### config.mk
export PLATFORM = sky130hd
export DESIGN_NAME = ram_burst
export DESIGN_NICKNAME = d
export VERILOG_FILES = /design/src/rtl/ram_burst.sv
export SDC_FILE = /design/constraint.sdc
export NUM_CORES = 2
export LEC_CHECK = 0
export CAP_MARGIN = 20
export CORE_UTILIZATION = 55
export CTS_CLUSTER_SIZE = 30
export DETAILED_ROUTE_END_ITERATION = 8
export PLACE_DENSITY_LB_ADDON = 0.08
export SYNTH_ARGS = -nofsm -noshare
export SYNTH_HDL_FRONTEND = slang
export SYNTH_SLANG_ARGS = --single-unit
### constraint.sdc
create_clock -name clk -period 2.6 [get_ports clk]
set_input_delay 0.52 -clock clk [delete_from_list [all_inputs] [get_ports clk]]
set_output_delay 0.52 -clock clk [all_outputs]
set_load 0.02 [all_outputs]
### src/rtl/ram_burst.sv
// Word RAM with command-stream writes and a handshaked single-word read port.
// Address registers post-increment (optional) and wrap at MEM_DEPTH.
module ram_burst #(
  parameter int MEM_DEPTH = 256,
  parameter int ADDR_SIZE = 8,
  parameter int WORD_SIZE = 8,
  parameter int AUTO_INC  = 1
) (
  input  logic                 clk,
  input  logic                 rst_n,
  input  logic                 rx_valid,
  input  logic [WORD_SIZE+1:0] din,
  input  logic                 tx_ready,
  output logic                 tx_valid,
  output logic [WORD_SIZE-1:0] dout,
  output logic                 busy,
  output logic                 err
);

  typedef enum logic [1:0] {
    IDLE,
    FETCH,
    HOLD
  } state_t;

  localparam logic [ADDR_SIZE-1:0] LAST = ADDR_SIZE'(MEM_DEPTH - 1);
  localparam logic [ADDR_SIZE-1:0] ONE  = ADDR_SIZE'(1);

  state_t state, state_nx;

  logic [WORD_SIZE-1:0] mem [MEM_DEPTH];
  logic [ADDR_SIZE-1:0] wr_addr, rd_addr;
  logic [ADDR_SIZE-1:0] rd_base, rd_nx, pay_a;
  logic [1:0]           op;
  logic [WORD_SIZE-1:0] pay;
  logic [31:0]          pay_w;
  logic                 in_range;
  logic                 ld_wr, wr_en, ld_rd, rd_req;
  logic                 fetch, accept, err_nx;

  function automatic logic [ADDR_SIZE-1:0] inc(
    input logic [ADDR_SIZE-1:0] a
  );
    return (a == LAST) ? '0 : a + ONE;
  endfunction

  assign op       = din[WORD_SIZE+1:WORD_SIZE];
  assign pay      = din[WORD_SIZE-1:0];
  assign pay_w    = 32'(pay);
  assign in_range = pay_w < 32'(MEM_DEPTH);
  assign pay_a    = pay_w[ADDR_SIZE-1:0];

  always_comb begin
    ld_wr  = 1'b0;
    wr_en  = 1'b0;
    ld_rd  = 1'b0;
    rd_req = 1'b0;
    if (rx_valid) begin
      unique case (op)
        2'b00: ld_wr  = 1'b1;
        2'b01: wr_en  = 1'b1;
        2'b10: ld_rd  = 1'b1;
        2'b11: rd_req = 1'b1;
      endcase
    end
  end

  always_ff @(posedge clk or negedge rst_n) begin
    if (!rst_n) state <= IDLE;
    else        state <= state_nx;
  end

  always_comb begin
    state_nx = state;
    unique case (state)
      IDLE:    if (rd_req) state_nx = FETCH;
      FETCH:   state_nx = HOLD;
      HOLD:    if (tx_ready) state_nx = IDLE;
      default: state_nx = IDLE;
    endcase
  end

  always_comb begin
    busy   = (state != IDLE);
    fetch  = (state == FETCH);
    accept = (state == HOLD) && tx_ready;
  end

  assign err_nx = (rd_req && busy) ||
                  ((ld_wr || ld_rd) && !in_range);

  // A reload during the read takes effect first, then acceptance bumps it.
  assign rd_base = (ld_rd && in_range) ? pay_a : rd_addr;
  assign rd_nx   = (accept && AUTO_INC != 0) ? inc(rd_base) : rd_base;

  always_ff @(posedge clk or negedge rst_n) begin
    if (!rst_n) begin
      wr_addr  <= '0;
      rd_addr  <= '0;
      tx_valid <= 1'b0;
      dout     <= '0;
      err      <= 1'b0;
    end else begin
      err     <= err_nx;
      rd_addr <= rd_nx;
      if (ld_wr && in_range)
        wr_addr <= pay_a;
      else if (wr_en && AUTO_INC != 0)
        wr_addr <= inc(wr_addr);
      if (fetch) begin
        dout     <= mem[rd_addr];
        tx_valid <= 1'b1;
      end else if (accept) begin
        tx_valid <= 1'b0;
      end
    end
  end

  // Unreset storage; a same-edge write leaves the fetch with old data.
  always_ff @(posedge clk) begin
    if (wr_en) mem[wr_addr] <= pay;
  end

endmodule
# Word level (Yosys, flattened, before mapping)
# Memory sizes are Yosys's and may differ from the RTL's. A register that Yosys moved wholly into a read port is not among the register bits.
# Index checks and enable logic that the tools add are counted.
[word_totals]
ramBits = 2048
n_memories = 1
word_cells = 54
output_inout_bits = 11
rom_bits = 0
reg_bits = 20
latchBits = 0
[classes]
eq_ne = 9
reduce_logical = 15
multipliers = 0
magnitude_cmp = 1
shift = 0
div = 0
n_bitwise = 0
muxes = 21
addsub = 2
[mem_list]
columns = ["memory", "depth", "word_bits", "read_ports", "rd_clocked_by_memory_dff", "wr", "line", "text"]
rows = [
  ["mem", 256, 8, 1, 1, 1, "31", "logic [WORD_SIZE-1:0] mem [MEM_DEPTH];"],
]
[op_table]
columns = ["operator", "count"]
rows = [
  ["$mux W8", 6],
  ["$add A8 B1 Y8 const B", 2],
  ["$eq A8 B8 Y1 const B", 2],
  ["$mux W1", 12],
  ["$lt A8 B9 Y1 const B", 1],
  ["$eq A2 B2 Y1 const B", 3],
  ["$pmux W2 S3", 1],
  ["$reduce_bool A2 Y1", 3],
  ["$logic_and A1 B1 Y1", 5],
  ["$eq A2 B1 Y1 const B", 2],
  ["$logic_not A2 Y1", 2],
  ["$mux W2", 2],
  ["$ne A2 B2 Y1 const B", 2],
  ["$logic_not A1 Y1", 2],
  ["$logic_or A1 B1 Y1", 2],
  ["$reduce_and A2 Y1", 1],
]

# Depth between registers and ports, before layout
[logic_depth]
ltp_word = 8
ltp_mapped = 12
ltp_nobuf = 6

# Worst setup path before layout
# OpenSTA, ideal clock, no wires.
[synth_timing]
path_type = "in2reg"
startpoint = "input port din[9]"
endpoint = "memory mem[81][0], enable pin"
required_ps = 2230
setup_slack_ps = 88
t_arrival_ps = 2142
cell_stages = 7
setup_ps = 370
path_cell_list = "inv_1 > nand2_1 > nor2_1 > clkbuf_1 > nand3_1 > clkbuf_1 > nor2_1"
[synth_between]
elab_chain_cells = 5
[synth_lines]
columns = ["item", "line", "text"]
rows = [
  ["start: declaration", "12", "input logic [WORD_SIZE+1:0] din,"],
  ["$eq A2 B1 Y1", "59", "unique case (op)"],
  ["$mux W1", "59", ""],
  ["$mux W1", "58", "if (rx_valid) begin"],
  ["$mux W1", "121", "if (wr_en) mem[wr_addr] <= pay;"],
  ["$mux W1 (not written as such)", "121", ""],
  ["end: declaration", "31", ""],
]
# No other way between the ends.

==> impl_metrics.tcl <==
set metrics [dict create \
    setup_violations 8 \
    start_util_pct 55.4 \
    met2WireLength_um 104000 \
    chipHeight_um 388 \
    p_leak_nw 33.4 \
    ant_nets 0 \
    design_area_um2 98000 \
    syn_area_um2 81700 \
    grt_overflow 0 \
    cts.sinks 2076 \
    vdd_drop_max_v 0.000828 \
    clk_latency_ps 840 \
    fin_crit_sh_pct 120 \
    cts_buffer_depth 3 \
    synth_edf_count 2048 \
    grt_util_all_layers_pct 29.7 \
    place_area_um2 90500 \
    slew_viol_final 0 \
    whs_ps 159 \
    fin_ws_ps -511 \
    yosys.cell_types.count 73 \
    hp-class "in -> reg" \
    maxSlewHeadroom_pct 39.7 \
    synthArstFlopShare_pct 1.35 \
    ys_seq_elements 2076 \
    portBuffers 24 \
    syn_to_final_growth_pct 19.9 \
    fin_skew_ps 26.3 \
    dp_cells 6667 \
    cap_violations 0 \
    wirelength_um 221000 \
    fin_setup_tns_ps -3050 \
    gp_congestion 0.894 \
    ioPinCount 25 \
    fin_crit_ps 3110 \
    clk_pin_slew_ps 70 \
    cts_tree "done" \
    top_layer_used "met5" \
    cp_data_required_time_ps 3310 \
    drt-initial-drc-count 4910 \
    hpwl_um 147000 \
    vias_per_cell 6.26 \
    seq_area_frac_synth_pct 76.1 \
    wl_met3_um 20300 \
    worstPathArrival_ps 3820 \
    dieArea_um2 150000 \
    grt_pass1_vias 44037 \
    grt_max_degree 151 \
    rows 141 \
    numCtsBuffers 204 \
    syn-num-nets 4103 \
    finish.net_count 4994 \
    worstPathMaxFanout 6 \
    status "finished, violations left" \
    critPathKind "reg -> reg" \
    crit_path_start_kind "flop" \
    finalNonFillerCells 7074 \
    synth_flop_cell "edfxtp_1" \
    p_per_area_nw_per_um2 964 \
    wl_per_cell_um 31.3 \
    grt_setup_unrepaired "true" \
    drive_gt1_share_pct 32.9 \
    grt_pass1_wl_um 315000 \
    antenna_found_initial 9 \
    core_area_um2 148000 \
    mostFrequentLayoutCell "edfxtp_1" \
    layout_common_cells "2048 x edfxtp_1, 772 x buf_4, 379 x mux2i_1" \
    violations "setup timing" \
    endpoint_kind "flop" \
    wl_met1_um 90100 \
    syn_inst 4085 \
    max_freq_mhz 321 \
    synth.avg_cell_area_um2 20.0 \
    ff2ff_setup_slack_ps -510 \
    htree_levels 4 \
    worst_pin_slew_ps 904 \
    num_vias 44286 \
    yosysWarnings 0 \
    dr.pass1.iters 6 \
    die_w_um 388 \
    drc 0 \
    hold_viol 0 \
    cts_root_buffer "clkbuf_16" \
]
per-layer routing:
| layer | up-vias | global-route usage [%] |
|---|---|---|
| met3 | 343 | 5.54 |
| met2 | 2062 | 46.1 |
| li1 | 18697 | - |
| met5 | - | 0 |
| met1 | 23180 | 43.0 |
| met4 | 4 | 9.53 |
Yosys cell counts (8+ instances only):
master | n | area share (%)
a211o_1 | 10 | 0.11
a211oi_1 | 47 | 0.43
a21oi_1 | 62 | 0.38
a221oi_1 | 41 | 0.44
a22oi_1 | 8 | 0.073
buf_1 | 17 | 0.078
buf_12 | 17 | 0.42
buf_2 | 46 | 0.28
buf_4 | 14 | 0.13
buf_6 | 26 | 0.36
buf_8 | 27 | 0.50
clkbuf_1 | 90 | 0.41
clkbuf_4 | 9 | 0.083
dfrtp_1 | 28 | 0.86
edfxtp_1 | 2048 | 75
inv_1 | 12 | 0.055
mux2_2 | 58 | 0.80
mux2i_1 | 380 | 4.7
mux4_1 | 18 | 0.58
mux4_2 | 314 | 8.7
nand2_1 | 109 | 0.50
nand3_1 | 27 | 0.17
nor2_1 | 282 | 1.3
nor2b_1 | 11 | 0.084
nor3_1 | 17 | 0.10
o21ai_0 | 42 | 0.26
o21bai_1 | 8 | 0.073
o221ai_1 | 83 | 0.89
o22ai_1 | 114 | 0.87
xnor2_1 | 9 | 0.096
layout make-up:
type	count	area, um^2
sequential	2076	62200
fill	9819	49600
multi-input combinational	1748	18400
timing repair buffer	932	8570
clock buffer	266	5520
tap	1930	2410
clock inverter	105	897
inverter	14	57.6
antenna	3	7.51
flip-flops by register name, summed over array words and instances (netlist names):
signal    flops
dout          8
err           1
mem        2048
rd_addr       8
state         2
tx_valid      1
wr_addr       8
worst paths after layout:
check | end | startpoint | cells past startpoint
max | dout[5]$_DFFE_PN0P_ | rd_addr[0]$_DFF_PN0_ | 11
min | mem[48][3]$_DFFE_PP_ | din[3] | 2
max reg2reg | dout[5]$_DFFE_PN0P_ | rd_addr[0]$_DFF_PN0_ | 11
min reg2reg | rd_addr[7]$_DFF_PN0_ | rd_addr[7]$_DFF_PN0_ | 2
max in group asynchronous | err$_DFF_PN0_ | rst_n | 3
min in group asynchronous | rd_addr[6]$_DFF_PN0_ | rst_n | 2
power breakdown:
| group | switching [mW] | total [mW] | internal, mW |
|---|---|---|---|
| Combinational | 15.4 | 28.8 | 13.4 |
| Clock | 12.3 | 28.4 | 16.1 |
| Sequential | 0.383 | 37.3 | 36.9 |
metrics by stage:
| stage | total power [mW] | utilization (%) | worst slack [ps] |
|---|---|---|---|
| 2_1_floorplan | 53.7 | - | 88.0 |
| 3_3_place_gp | 64.7 | 61.3 | -1250 |
| 3_5_place_dp | 64.8 | 61.3 | -815 |
| 4_1_cts | 94.1 | 66.1 | -400 |
| 5_1_grt | 97.2 | 66.4 | -491 |
| 6_report | 94.5 | 66.4 | -511 |
logic make-up after synthesis:
| group | after synthesis | synth area share [%] |
|---|---|---|
| AO/OA/AOI/OAI | 476 | 4.21 |
| XOR/XNOR | 11 | 0.118 |
| buffers and inverters | 261 | 2.33 |
| adder cells (fa/ha/maj) | 4 | 0.0612 |
| flip-flops | 2076 | 76.1 |
| multiplexers | 771 | 14.7 |
| AND/OR/NAND/NOR | 486 | 2.49 |
worst max-delay path, cell delays in order, from the launching register on:
cell and delay, ps:
dfrtp_4 530, buf_6 140, buf_12 140, buf_8 140, buf_6 110, mux4_2 400, mux2_4 290, a221oi_2 240
buf_4 160, o31a_1 320, o41a_1 350, o41ai_2 120
timing repair:
action | CTS | global route
hold endpoints to repair | 22 | 0
buffers inserted | 14 | 17
endpoints found under the setup margin | 14 | 10
pin swaps | 11 | 21
gates resized for setup | 112 | 57
hold buffers | 1 | 0
gates cloned | 2 | 3
No activity file was read; power rests on OpenSTA's default activity.
